===== src/rtl/spi_reg_pkg.sv =====
// Shared types and helpers for the SPI register sequencer.
//   state_t    : sequencer FSM states
//   CMD_*      : command byte field positions
//   addr_wrap  : register address increment, modulo the implemented register count
package spi_reg_pkg;

  typedef enum logic [1:0] {IDLE, WRITE, READ, ERR} state_t;

  localparam int CMD_RW_BIT   = 7;
  localparam int CMD_ADDR_MSB = 6;

  function automatic int unsigned addr_wrap(input int unsigned a, input int unsigned n);
    return (a + 1 >= n) ? 32'd0 : a + 1;
  endfunction

endpackage


===== src/rtl/spi_reg_sequencer_poci.sv =====
// POCI shift register: parallel load, shift-left with zero fill, MSB serial out.
//   i_sclk, i_rstn : clock, async active-low reset
//   i_clr          : synchronous clear (frame end), highest priority
//   i_load, i_din  : parallel load
//   i_shift        : shift left one bit
//   o_sout         : serial output (MSB)
module poci_shift_reg #(
  parameter int W = 8
) (
  input  logic         i_sclk,
  input  logic         i_rstn,
  input  logic         i_clr,
  input  logic         i_load,
  input  logic         i_shift,
  input  logic [W-1:0] i_din,
  output logic         o_sout
);

  logic [W-1:0] r_sr;

  always_ff @(posedge i_sclk or negedge i_rstn) begin
    if (!i_rstn)      r_sr <= '0;
    else if (i_clr)   r_sr <= '0;
    else if (i_load)  r_sr <= i_din;
    else if (i_shift) r_sr <= {r_sr[W-2:0], 1'b0};
  end

  assign o_sout = r_sr[W-1];

endmodule


===== src/rtl/spi_reg_sequencer.sv =====
// SPI register transaction sequencer. First byte of a frame is a command
// (bit7 R/W, bits[6:0] start address); following bytes are write data or
// dummy bytes clocking out auto-incrementing reads on POCI.
//   sclk, rstn             : clock, async active-low reset
//   byte_valid, byte_data  : assembled byte from the serial front end
//   frame_end              : clock-stop pulse, terminates the frame
//   rd_addr, rd_data       : register bank read port (combinational data)
//   wr_en, wr_addr, wr_data: register bank write strobe
//   poci                   : serial read data, MSB first
//   busy, err              : not-idle flag, sticky per-frame error
module spi_reg_sequencer
  import spi_reg_pkg::*;
#(
  parameter int                     DATA_W   = 8,
  parameter int                     ADDR_W   = 7,
  parameter int unsigned            NUM_REGS = 32,
  parameter logic [NUM_REGS-1:0]    RO_MASK  = 32'h0000_0001
) (
  input  logic              sclk,
  input  logic              rstn,
  input  logic              byte_valid,
  input  logic [DATA_W-1:0] byte_data,
  input  logic              frame_end,
  output logic [ADDR_W-1:0] rd_addr,
  input  logic [DATA_W-1:0] rd_data,
  output logic              wr_en,
  output logic [ADDR_W-1:0] wr_addr,
  output logic [DATA_W-1:0] wr_data,
  output logic              poci,
  output logic              busy,
  output logic              err
);

  localparam logic [NUM_REGS-1:0] LP_ONE = {{(NUM_REGS-1){1'b0}}, 1'b1};

  state_t            r_state, w_next;
  logic [ADDR_W-1:0] r_cnt, r_rd_addr, r_wr_addr;
  logic [DATA_W-1:0] r_wr_data;
  logic              r_wr_en, r_err, r_load;

  logic [ADDR_W-1:0] w_cmd_addr;
  logic              w_cmd_rd, w_bad, w_ro;

  assign w_cmd_rd   = byte_data[CMD_RW_BIT];
  assign w_cmd_addr = byte_data[CMD_ADDR_MSB:0];
  assign w_bad      = 32'(w_cmd_addr) >= NUM_REGS;
  // r_cnt is always < NUM_REGS, so a one-hot select avoids an oversized index
  assign w_ro       = |(RO_MASK & (LP_ONE << r_cnt));

  // state register
  always_ff @(posedge sclk or negedge rstn) begin
    if (!rstn) r_state <= IDLE;
    else       r_state <= w_next;
  end

  // next state; frame_end overrides everything, including a same-cycle byte
  always_comb begin
    w_next = r_state;
    if (frame_end) w_next = IDLE;
    else if (r_state == IDLE && byte_valid)
      w_next = w_bad ? ERR : (w_cmd_rd ? READ : WRITE);
  end

  // FSM outputs
  always_comb begin
    busy = (r_state != IDLE);
  end

  // datapath
  always_ff @(posedge sclk or negedge rstn) begin
    if (!rstn) begin
      r_cnt     <= '0;
      r_rd_addr <= '0;
      r_wr_addr <= '0;
      r_wr_data <= '0;
      r_wr_en   <= 1'b0;
      r_err     <= 1'b0;
      r_load    <= 1'b0;
    end else begin
      r_wr_en <= 1'b0;
      r_load  <= 1'b0;
      if (frame_end) begin
        r_cnt <= '0;
        r_err <= 1'b0;
      end else begin
        case (r_state)
          IDLE: if (byte_valid) begin
            if (w_bad) r_err <= 1'b1;
            else if (w_cmd_rd) begin
              r_rd_addr <= w_cmd_addr;
              r_load    <= 1'b1;
            end else r_cnt <= w_cmd_addr;
          end
          WRITE: if (byte_valid) begin
            if (w_ro) r_err <= 1'b1;
            else begin
              r_wr_en   <= 1'b1;
              r_wr_addr <= r_cnt;
              r_wr_data <= byte_data;
            end
            r_cnt <= ADDR_W'(addr_wrap(32'(r_cnt), NUM_REGS));
          end
          READ: begin
            // dummy byte content is ignored; it only paces the next reload
            if (byte_valid) r_load <= 1'b1;
            if (r_load) r_rd_addr <= ADDR_W'(addr_wrap(32'(r_rd_addr), NUM_REGS));
          end
          default: ;
        endcase
      end
    end
  end

  poci_shift_reg #(.W(DATA_W)) u_poci (
    .i_sclk (sclk),
    .i_rstn (rstn),
    .i_clr  (frame_end),
    .i_load (r_load),
    .i_shift(r_state == READ),
    .i_din  (rd_data),
    .o_sout (poci)
  );

  assign rd_addr = r_rd_addr;
  assign wr_en   = r_wr_en;
  assign wr_addr = r_wr_addr;
  assign wr_data = r_wr_data;
  assign err     = r_err;

endmodule

===== config.mk =====
export PLATFORM = sky130hd
export DESIGN_NAME = spi_reg_sequencer
export DESIGN_NICKNAME = d
export VERILOG_FILES = /design/src/rtl/spi_reg_pkg.sv /design/src/rtl/spi_reg_sequencer_poci.sv /design/src/rtl/spi_reg_sequencer.sv
export SDC_FILE = /design/constraint.sdc
export NUM_CORES = 1
export LEC_CHECK = 0
export ABC_AREA = 1
export ABC_CLOCK_PERIOD_IN_PS = 1700
export CAP_MARGIN = 30
export CORE_MARGIN = 5
export CORE_UTILIZATION = 30
export CTS_CLUSTER_DIAMETER = 30
export CTS_CLUSTER_SIZE = 8
export DETAILED_ROUTE_END_ITERATION = 10
export GPL_ROUTABILITY_DRIVEN = 0
export HOLD_SLACK_MARGIN = 0.12
export SYNTH_ARGS = -nofsm -noshare
export SYNTH_HDL_FRONTEND = slang
export SYNTH_HIERARCHICAL = 1
export SYNTH_SLANG_ARGS = --single-unit

===== constraint.sdc =====
create_clock -name sclk -period 1.7 [get_ports sclk]
set_input_delay 0.255 -clock sclk [delete_from_list [all_inputs] [get_ports sclk]]
set_output_delay 0.255 -clock sclk [all_outputs]
set_load 0.05 [all_outputs]

# Word-level counts from Yosys, hierarchy flattened
# Cells that the tools add are included.
# word_totals
register_bits	42
in_bits	20
out_inout_bits	26
elab_cells	76
# op_classes
addsub	2
magnitude_cmp	3
eq_ne	12
shifts	1
mux	36
bitwise_logic	2
reduce_logical	11
# ops
operator	n
two-way mux 7 bit	11
case mux 7 bit (2 select lines)	2
two-way mux 8 bit	3
!= test 3 bit, second input constant	6
adder 7 x 1 -> 8 bit, second input constant	2
>= comparator 8 x 6 -> 1 bit, second input constant	2
two-way mux 1 bit	14
AND reduction 5 bit	2
two-way mux 2 bit	4
!= test 2 bit, second input constant	4
>= comparator 7 x 6 -> 1 bit, second input constant	1
left shift 1 x 7 -> 1 bit, first input constant	1
AND reduction 6 bit	1
nonzero test 2 bit	3
nonzero test 3 bit	2
case mux 1 bit (2 select lines)	2
AND reduction 4 bit	1
equality test 2 x 1 -> 1 bit, second input constant	1
equality test 2 bit, second input constant	1
zero test 2 bit	1
inverter 1 bit	2
logical AND 1 bit	1

# Longest topological paths before layout
# logic_depth
ltp_word	6
depth_mapped	10
ltp_nobuf	10

# Cells and area by module
# Netlist, hierarchy kept.
# by_module_without_submodules
module	instances	cells_each	area_each_um2	seq_area_each_um2
spi_reg_sequencer	1	230	1873.0	850.8
poci_shift_reg	1	68	480.5	200.2

# Worst setup path after synthesis
# Ideal clock, no wire load.
# synth_timing
path_kind	register to register
start	register r_rd_addr[1] (netlist: rd_addr[1])
end	register r_rd_addr[3] (netlist: rd_addr[3])
setup_ns	0.118
t_arrival_ns	1.520
required_ns	1.582
path_slack_ns	0.062
stages_incl_launch_ff	9
path_buffers	0
synth_period_minus_slack_ns	1.638
path_cell_list	dfrtp_1 > ha_1 > nand3_1 > o21bai_1 > nand2_1 > nand3_1 > nand2_1 > nand2_1 > nand2_1
# synth_via
elab_chain_cells	5
# synth_rtl
element	line_no	rtl
from (decl)	spi_reg_sequencer.sv:37	logic [ADDR_W-1:0] r_cnt, r_rd_addr, r_wr_addr;
from (signal assigned)	spi_reg_sequencer.sv:90	r_rd_addr <= w_cmd_addr;
from (signal assigned)	spi_reg_sequencer.sv:106	if (r_load) r_rd_addr <= ADDR_W'(addr_wrap(32'(r_rd_addr), NUM_REGS));
adder 7 x 1 -> 8 bit (*)	spi_reg_pkg.sv:13	return (a + 1 >= n) ? 32'd0 : a + 1;
>= comparator 8 x 6 -> 1 bit	spi_reg_pkg.sv:13	
two-way mux 7 bit (*)	spi_reg_pkg.sv:13	
two-way mux 7 bit (*)	spi_reg_sequencer.sv:106	
case mux 7 bit (2 select lines) (*)	spi_reg_sequencer.sv:86	case (r_state)
# Mark *: on every way between the ends. The rest lies on a longest branch, timed or not. The select of a mux whose other input is x is not followed.
# A chain may end at the register's enable or synchronous reset.

# Worst setup path in the final report
# layout_timing
start	register r_state[1]
end	output busy
# layout_via
elab_chain_cells	1
# layout_rtl
element	line_no	rtl
from (decl)	spi_reg_sequencer.sv:36	state_t r_state, w_next;
from (signal assigned)	spi_reg_sequencer.sv:53	else r_state <= w_next;
nonzero test 2 bit	spi_reg_sequencer.sv:66	busy = (r_state != IDLE);
to (decl)	spi_reg_sequencer.sv:30	output logic busy,
# Every way passes these cells.

==> results.yml <==
synthesis:
  synth_cell_types: 28
  syn-num-nets: 320
  synth.ff_latch_count: 42
  synth_seq_area_share: 0.447
  mappedNetlistArea_sq_um: 2350
  synth_area_per_cell_sq_um: 7.90
  yosys_warnings: 6
  synthesized_netlist_cell_count: 298
route:
  drt_first_pass_iters: 4
  drt-wirelength-per-cell_um: 11.7
  num_vias: 1957
  route.detailed.vias_per_inst: 4.28
  route.detailed.drc: 0
  routed_wirelength_mm: 5.33
  dr.first_iter.drc_count: 115
  ant_nets: 0
clock_network:
  clock-root-buffer: "clkbuf_8"
  clockBufferDepth: 2
  cts_tree: "built"
  clk_pin_slew_ns: 0.08
  numClockSinks: 42
  clk-insertion-delay-late_ns: 0.29
  numCtsBuffers: 5
  cts-htree-levels: 2
critical_path:
  critical_setup_path_class: "reg -> out"
  critPathArrivalTime_ns: 1.32
  worstPathMaxFanout: 6
  worst_ep_required_time_ns: 1.44
  worst_r2r_endpoint: "rd_addr[1]$_DFFE_PN0P_"
  r2r_slack_ns: 0.25
  beginning_of_the_worst_register_to_register_path: "r_state[1]$_DFFE_PN0P_"
  count_of_cells_along_the_worst_register_to_register_path: 6
  crit_path_start_kind: "flop"
  critPathCaptureType: "output pin"
sta:
  finalHoldWorstSlack_ns: 0.468
  worst_relative_slew_slack: 0.657
  final-setup-viol-count: 0
  post-route-period-util: 0.925
  timing.fmax_ghz: 0.636
  finalClockSkew_ns: 0.00848
  finalHoldViolations: 0
  layout_min_cycle_time_ns: 1.57
  rsz_0062_raised_after_global_routing: "no"
  worstMarginPinSlew_ns: 0.515
  fin_tns_setup_ns: 0
  final-max-slew-violation-count: 0
global_route:
  grt_first_pass_wirelength_mm: 9.05
  grt_pass1_vias: 1907
  global_route.peak_usage_layer: "met2"
  groute.layer.met2.usage: 0.175
  grt_start_max_net_pins: 23
  overflow: 0
  grt.met3_usage: 0.0304
  grt_use_total: 0.115
  grt.met1_usage: 0.152
  initial_antenna_violation_count: 0
layout:
  stdcell_count: 457
  layout-area-overhead-vs-synth_pct: 27.6
  antennaDiodeCount: 0
  fillcell_total: 819
  stdcell_area_sq_um: 3000
  finish.net_count: 378
  fraction_of_layout_instances_using_a_drive_strength_above_1: 0.245
die:
  floorplan.die_area_sq_um: 9720
  core_area_sq_um: 7690
  die_height_um: 98.6
  starting_density_of_the_core: 0.306
  die_x_um: 98.6
  std_cell_rows: 32
  top_level_ports: 46
pwr:
  power_per_cell_area_nw_per_um2: 1360
  p_leak_nw: 1.52
  ir_drop_mv: 0.966
placed_design:
  post_dp_cell_area_sq_um: 2910
  placement.io_buffers: 45
  dpl.cell_count: 450
  hpwlAfterDp_mm: 4.15
min_path:
  worstHoldPathType: "in -> async"
status:
  status: "completed"
job:
  max_cap_violations: 0
==> Yosys cell counts, drive strengths merged <==
library cell  count  area, sq um
xor2              5         43.8
nor2             41          181
nand3            24          138
o21ai            18          139
a21boi            1         18.8
nand2           103          434
nand4             4         25.0
o21bai            1         7.51
buf               4         45.0
a211oi            1         7.51
a21oi             8         51.3
nand3b            2         15.0
ha                2         25.0
dfrtp            42         1050
o211ai            1         12.5
inv              41          159
==> timing repair <==
| item | CTS | global route |
|---|---|---|
| gates resized for setup | 0 | 1 |
| endpoints found under the setup margin | 0 | 1 |
| hold buffers | 1 | 0 |
| hold endpoints to repair | 20 | 0 |
| buffers inserted | 0 | 0 |
==> worst max-delay path: stages, from the launching register on <==
cell and delay (ns):
dfrtp_1 0.48, nor2_2 0.26, inv_1 0.09, buf_4 0.20
==> metrics by stage <==
| stage | power (W) | util | setup slack (ns) |
|---|---|---|---|
| finish | 0.00410 | 0.391 | 0.127 |
| global route | 0.00438 | 0.391 | 0.0310 |
| CTS | 0.00415 | 0.390 | 0.00875 |
| detailed placement | 0.00350 | 0.378 | -0.0362 |
| global placement | 0.00348 | 0.378 | -0.00507 |
| floorplan | 0.00287 | - | 0.0616 |
==> cell type report <==
class / instances / area (sq um) / share of cell area
sequential: 42 / 1050 / 0.350
tap: 102 / 128 / 0.0425
inverter: 41 / 159 / 0.0529
multi-input combinational: 211 / 1100 / 0.367
timing repair buffer: 55 / 483 / 0.161
clock buffer: 6 / 82.6 / 0.0275
==> kinds of logic after synthesis <==
logic type      count (synthesis)  share of synthesized area
xor+xnor                        5                     0.0186
buf+inv                        45                     0.0867
fa+ha+maj                       2                     0.0106
flops                          42                      0.447
compound gates                 30                      0.100
simple gates                  174                      0.337
==> report_power, final <==
part	total, W	switching (W)	internal, W	leakage (nW)
logic	0.00197	0.00133	0.000639	0.930
registers	0.00149	0.000237	0.00125	0.546
clock network	0.000638	0.000325	0.000313	0.0431
total	0.00410	0.00189	0.00220	1.52
==> state kept, by name (all words and copies together), names as in the netlist, 2 cells and up <==
register	count
r_cnt	7
wr_data	8
rd_addr	7
r_state	2
wr_addr	7
u_poci/r_sr	8
==> routing by layer <==
metal | share of wire | wire length [um]
met2 | 0.46 | 2430
met3 | 0.044 | 235
met5 | 0 | 0
met4 | 0.018 | 95
met1 | 0.48 | 2560
==> how the worst max path moves through the flow <==
| stage | startpoint | endpoint | slack, ns | depth (start not counted) |
|---|---|---|---|---|
| 3_5_place_dp | frame_end | r_cnt[2]$_DFFE_PN0P_ | -0.04 | 11 |
| 6_report | r_state[1]$_DFFE_PN0P_ | busy | 0.13 | 3 |
| 2_1_floorplan | rd_addr[1]$_DFFE_PN0P_ | rd_addr[3]$_DFFE_PN0P_ | 0.06 | 8 |
| 4_1_cts | r_state[1]$_DFFE_PN0P_ | busy | 0.009 | 3 |
| 5_1_grt | r_state[1]$_DFFE_PN0P_ | busy | 0.03 | 3 |
| 3_3_place_gp | frame_end | r_cnt[2]$_DFFE_PN0P_ | -0.005 | 11 |
==> layout by cell type (no fill, tap or decap), drive strengths merged <==
| cell type | count |
|---|---|
| a211oi | 1 |
| a21boi | 1 |
| a21oi | 8 |
| buf | 36 |
| clkbuf | 6 |
| clkdlybuf4s50 | 18 |
| dfrtp | 42 |
| dlygate4sd3 | 1 |
| ha | 2 |
| inv | 41 |
| nand2 | 103 |
| nand3 | 24 |
| nand3b | 2 |
| nand4 | 4 |
| nor2 | 41 |
| o211ai | 1 |
| o21ai | 18 |
| o21bai | 1 |
| xor2 | 5 |
Power figures use the tool's default switching activity.
